--- src/rtl/dmem_arbiter.sv ---
// dmem_arbiter: shares a single-port, synchronous-read data memory between
// two requesters. Port 0 is the CPU load/store path; port 1 is the loader/debug
// DMA port.
//
// The arbiter grants one access per cycle. Depending on FIXED_PRIO it uses
// either round-robin with a bounded burst or a fixed priority that favours
// port 0. Read data is steered back to the issuing port RD_LAT cycles later.
//
// Ports:
//   clk, reset          clock; synchronous active-high reset
//   pN_req/we/addr/wdata request from port N (held stable until pN_gnt)
//   pN_gnt              request accepted this cycle (combinational)
//   pN_rvalid/rdata     read return for port N (rdata is mem_q, qualified by rvalid)
//   mem_addr/data/wren  memory drive (zero when nothing is granted)
//   mem_q               memory read data, valid RD_LAT cycles after the address
module dmem_arbiter #(
  parameter int unsigned ADDR_W     = 8,
  parameter int unsigned DATA_W     = 32,
  parameter int unsigned RD_LAT     = 1,
  parameter int unsigned BURST_MAX  = 4,
  parameter int unsigned FIXED_PRIO = 0
) (
  input  logic              clk,
  input  logic              reset,
  input  logic              p0_req,
  input  logic              p0_we,
  input  logic [ADDR_W-1:0] p0_addr,
  input  logic [DATA_W-1:0] p0_wdata,
  output logic              p0_gnt,
  output logic              p0_rvalid,
  output logic [DATA_W-1:0] p0_rdata,
  input  logic              p1_req,
  input  logic              p1_we,
  input  logic [ADDR_W-1:0] p1_addr,
  input  logic [DATA_W-1:0] p1_wdata,
  output logic              p1_gnt,
  output logic              p1_rvalid,
  output logic [DATA_W-1:0] p1_rdata,
  output logic [ADDR_W-1:0] mem_addr,
  output logic [DATA_W-1:0] mem_data,
  output logic              mem_wren,
  input  logic [DATA_W-1:0] mem_q
);

  typedef enum logic [1:0] {IDLE, OWN0, OWN1} state_t;

  localparam logic [3:0] BMAX = 4'(BURST_MAX);

  state_t            state;
  logic [3:0]        beats;
  logic              ptr;      // port favoured from IDLE when both request
  logic              rd_issue;
  logic [RD_LAT-1:0] tag_v;    // read-return pipeline: valid bit per stage
  logic [RD_LAT-1:0] tag_p;    // read-return pipeline: issuing port per stage

  // Grants are forced low while reset is asserted so nothing reaches memory.
  always_comb begin
    p0_gnt = 1'b0;
    p1_gnt = 1'b0;
    if (!reset) begin
      if (FIXED_PRIO != 0) begin
        p0_gnt = p0_req;
        p1_gnt = p1_req && !p0_req;
      end else begin
        case (state)
          IDLE: begin
            if (p0_req && p1_req) begin
              p0_gnt = !ptr;
              p1_gnt = ptr;
            end else begin
              p0_gnt = p0_req;
              p1_gnt = p1_req;
            end
          end
          OWN0: begin
            if (p0_req && (!p1_req || beats < BMAX)) p0_gnt = 1'b1;
            else                                     p1_gnt = p1_req;
          end
          OWN1: begin
            if (p1_req && (!p0_req || beats < BMAX)) p1_gnt = 1'b1;
            else                                     p0_gnt = p0_req;
          end
          default: ;
        endcase
      end
    end
  end

  always_ff @(posedge clk) begin
    if (reset) begin
      state <= IDLE;
      beats <= '0;
      ptr   <= 1'b0;
    end else if (p0_gnt) begin
      if (state != OWN0)   beats <= 4'd1;
      else if (beats < BMAX) beats <= beats + 4'd1;
      state <= OWN0;
    end else if (p1_gnt) begin
      if (state != OWN1)   beats <= 4'd1;
      else if (beats < BMAX) beats <= beats + 4'd1;
      state <= OWN1;
    end else begin
      // Leaving ownership idle: next contested IDLE grant goes to the other port.
      if (state == OWN0)      ptr <= 1'b1;
      else if (state == OWN1) ptr <= 1'b0;
      state <= IDLE;
    end
  end

  always_comb begin
    mem_addr = '0;
    mem_data = '0;
    mem_wren = 1'b0;
    if (p0_gnt) begin
      mem_addr = p0_addr;
      mem_data = p0_wdata;
      mem_wren = p0_we;
    end else if (p1_gnt) begin
      mem_addr = p1_addr;
      mem_data = p1_wdata;
      mem_wren = p1_we;
    end
  end

  assign rd_issue = (p0_gnt && !p0_we) || (p1_gnt && !p1_we);

  if (RD_LAT == 1) begin : g_lat1
    always_ff @(posedge clk) begin
      if (reset) begin
        tag_v <= '0;
        tag_p <= '0;
      end else begin
        tag_v <= rd_issue;
        tag_p <= p1_gnt;
      end
    end
  end else begin : g_latn
    always_ff @(posedge clk) begin
      if (reset) begin
        tag_v <= '0;
        tag_p <= '0;
      end else begin
        tag_v <= {tag_v[RD_LAT-2:0], rd_issue};
        tag_p <= {tag_p[RD_LAT-2:0], p1_gnt};
      end
    end
  end

  assign p0_rvalid = tag_v[RD_LAT-1] && !tag_p[RD_LAT-1];
  assign p1_rvalid = tag_v[RD_LAT-1] &&  tag_p[RD_LAT-1];
  assign p0_rdata  = mem_q;
  assign p1_rdata  = mem_q;

endmodule

--- config.mk ---
export PLATFORM = sky130hd
export DESIGN_NAME = dmem_arbiter
export DESIGN_NICKNAME = d
export VERILOG_FILES = /design/src/rtl/dmem_arbiter.sv
export SDC_FILE = /design/constraint.sdc
export NUM_CORES = 1
export LEC_CHECK = 0
export BUFFER_PORTS_ARGS = -buffer_cell sky130_fd_sc_hd__buf_4
export CAP_MARGIN = 20
export CORE_AREA = 2 2 87 89
export CTS_CLUSTER_DIAMETER = 80
export DETAILED_ROUTE_END_ITERATION = 7
export DIE_AREA = 0 0 89 91
export GPL_ROUTABILITY_DRIVEN = 1
export HOLD_SLACK_MARGIN = 0.15
export PLACE_DENSITY_LB_ADDON = 0.2
export SLEW_MARGIN = 20
export SYNTH_ARGS = -nofsm -noshare
export SYNTH_HDL_FRONTEND = slang
export SYNTH_SLANG_ARGS = --single-unit
export TNS_END_PERCENT = 20
--- constraint.sdc ---
create_clock -name clk -period 3.65 [get_ports clk]
set_input_delay 0.5475 -clock clk [delete_from_list [all_inputs] [get_ports clk]]
set_output_delay 0.5475 -clock clk [all_outputs]
set_load 0.05 [all_outputs]
==> results.sh <==
export IMPL_drv_slew=0
export IMPL_p_int_mw=0.319
export IMPL_seq_power_share_pct=18.1
export IMPL_outcome="finished clean"
export IMPL_dr_pass1_iters=4
export IMPL_cts_setup_buffers=0
export IMPL_endpoint="mem_data[31]"
export IMPL_r2r_slack_ns=1.34
export IMPL_syn_nets=393
export IMPL_critPathKind="flop to primary output"
export IMPL_die_area_mm2=0.00810
export IMPL_required_ns=3.10
export IMPL_cts_resized=0
export IMPL_diodes=0
export IMPL_clock_sinks=9
export IMPL_fin_hold_ws_ns=0.497
export IMPL_regToRegStartpoint="state[0]"
export IMPL_clkLatencyLatePin_ns=0.23
export IMPL_r2r_cells=8
export IMPL_swShare_pct=46.0
export IMPL_yosysMostFrequentCell="nand2_1"
export IMPL_layout_min_cycle_time_ns=3.07
export IMPL_synthTopCellsByCount="nand2_1, buf_4, o21ai_1"
export IMPL_pwr_share_comb_pct=62.3
export IMPL_routed_via_density=4.16
export IMPL_fin_skew_ns=0.00542
export IMPL_grt_max_degree=64
export IMPL_htree_levels=1
export IMPL_max_cap_viol_count=0
export IMPL_rsz0062_at_grt="false"
export IMPL_holdBufCountCts=0
export IMPL_async_flop_share_pct=0
export IMPL_layout_area_overhead_vs_synth_pct=36.4
export IMPL_p_sw_mw=0.272
export IMPL_cts_inserted_buffers=3
export IMPL_start_util_pct=23.4
export IMPL_syn_area_mm2=0.00167
export IMPL_p_leak_nw=1.07
export IMPL_synth_area_leader_cell="buf_4"
export IMPL_setup_viol_count_final=0
export IMPL_cts_tree="yes"
export IMPL_yosysWarnings=0
export IMPL_place_area_mm2=0.00223
export IMPL_p_clk_share_pct=19.6
export IMPL_synth_cells=270
export IMPL_ys_seq_elements=9
export IMPL_power_density_mw_per_mm2=260
export IMPL_track_usage_pct=12.7
export IMPL_via_count=1773
export IMPL_nets=451
export IMPL_cp_max_fo=63
export IMPL_synth_distinct_cells=35
export IMPL_hold_class="flop to flop"
export IMPL_hpwl_um=4740
export IMPL_arrival_ns=2.52
export IMPL_clk_pin_slew_ns=0.05
export IMPL_routabilityCongestion=0.844
export IMPL_worst_setup_path_end_kind="primary output"
export IMPL_fin_area_mm2=0.00227
export IMPL_critical_path_startpoint="state[0]"
export IMPL_slew_headroom_pct=68.0
export IMPL_drt_iter0_markers=32
export IMPL_fmax_mhz=326
export IMPL_remaining_drc_errors=0
export IMPL_antenna_left=0
export IMPL_grt_overflow_total=0
export IMPL_ir_drop_uv=182
export IMPL_die_height_um=91
export IMPL_grt_pass1_vias=1613
export IMPL_grt_first_pass_wirelength_um=8110
export IMPL_coreArea_mm2=0.00714
export IMPL_r2r_end="beats[1]"
export IMPL_synth_top_area_share_pct=31.1
export IMPL_portBuffers=130
export IMPL_hold_violations=0
export IMPL_io_pins=227
export IMPL_synth_edf_count=0
export IMPL_synth_flop_cell="dfxtp_1"
export IMPL_drive_above_1_share_pct=43.4
export IMPL_synth_area_per_cell_um2=6.18
export IMPL_root_buffer="clkbuf_8"
export IMPL_worstMarginPinSlew_ns=0.479
export IMPL_avgRoutedWirePerCell_um=13.4
export IMPL_fin_tns_setup_ns=0
export IMPL_layout_worst_path_cycle_share_pct=84.1
export IMPL_seq_area_frac_synth_pct=10.8
export IMPL_antenna_found_initial=0
export IMPL_finalWorstSetupSlack_ns=0.580
export IMPL_row_count=31
export IMPL_synthTopCellsByArea="buf_4, nand2_1, o21ai_1"
export IMPL_cp_start_kind="flop"
export IMPL_wirelength_um=5710
export IMPL_clk_path_buf_depth=2
export IMPL_die_w_um=89
export IMPL_pre_cts_ws_ns=0.663
## cells by family (layout without fill, tap and decap cells)
kind of cell	Yosys count	after routing	synth area share, %
AO/OA/AOI/OAI	66	66	24.6
adder cells (fa/ha/maj)	5	5	3.75
buffers and inverters	92	149	36.8
flip-flops	9	9	10.8
AND/OR/NAND/NOR	98	98	24.1
## power groups by stage
stage	sequential [mW]	clock, mW	combinational [mW]
2_1_floorplan	0.108	0	0.414
3_3_place_gp	0.109	0	0.369
3_5_place_dp	0.109	0	0.370
4_1_cts	0.107	0.119	0.371
5_1_grt	0.107	0.124	0.391
6_report	0.107	0.116	0.368
## final cells by class
type                    instances  area [um^2]
flip-flops and latches          9          180
inverters                      14         55.1
fillers                       822         4860
multi-input cells             169          875
repair buffers                131          996
clock buffers                   4         45.0
well taps                      99          124
## layer usage
layer	track usage (%)	up-vias	wire length (um)
met2	24.8	108	3150
met4	1.62	0	10
met1	13.5	731	2050
li1	-	932	-
met3	3.36	2	500
met5	0	-	0
## critical path: stages (launching register included)
cell and delay, ns:
dfxtp_1 0.32, ha_1 0.22, nor2_1 0.30, nand2_1 0.15, a21o_2 0.27, inv_2 0.32
buf_12 0.30, nand2_1 0.07, o21ai_0 0.09, buf_4 0.23
## sequential cells by signal, indices dropped and copies added (netlist names)
register,count
beats,4
ptr,1
state,2
tag_p,1
tag_v,1
## metrics by stage
| step | power [mW] | utilization, % | instances |
|---|---|---|---|
| final | 0.591 | 31.9 | 426 |
| after floorplan | 0.522 | - | 270 |
| after detailed placement | 0.479 | 31.2 | 422 |
| after CTS | 0.596 | 31.9 | 426 |
| after global placement | 0.478 | 31.2 | 422 |
| after global routing | 0.623 | 31.9 | 426 |
## how the worst min path moves through the flow
stage / endpoint / startpoint / slack [ns] / cells after the start
after floorplan: beats[0] / beats[0] / 0.46 / 2
after global placement: beats[0] / beats[0] / 0.49 / 2
after detailed placement: beats[0] / beats[0] / 0.49 / 2
after CTS: beats[0] / beats[0] / 0.50 / 2
after global routing: tag_v / p1_we / 0.50 / 2
final: beats[0] / beats[0] / 0.50 / 2
## cells in the final DEF (no fill, tap or decap)
master / netlist / layout
and4_1: 2 / 2
a311o_1: 1 / 1
nor2_1: 5 / 5
o21ai_1: 40 / 40
inv_4: 1 / 1
a22oi_1: 1 / 1
nand3_1: 2 / 2
a211oi_1: 2 / 2
inv_1: 12 / 12
o21a_1: 1 / 1
nor4b_2: 1 / 1
a21oi_1: 4 / 4
o32ai_1: 1 / 1
nor2b_1: 1 / 1
clkbuf_1: 4 / 1
o211ai_1: 3 / 3
buf_4: 69 / 130
a31o_2: 1 / 1
a21o_2: 1 / 1
a31oi_1: 1 / 1
dfxtp_1: 9 / 9
o211ai_4: 1 / 1
and2_1: 1 / 1
o21ai_0: 3 / 3
a211o_1: 1 / 1
o22ai_1: 2 / 2
a221oi_2: 1 / 1
inv_2: 1 / 1
clkbuf_8: 0 / 3
a21boi_0: 1 / 1
buf_12: 0 / 1
ha_1: 5 / 5
nand2_1: 84 / 84
a311oi_2: 1 / 1
or2_1: 1 / 1
nand4_1: 1 / 1
No activity file was read; power rests on OpenSTA's default activity.
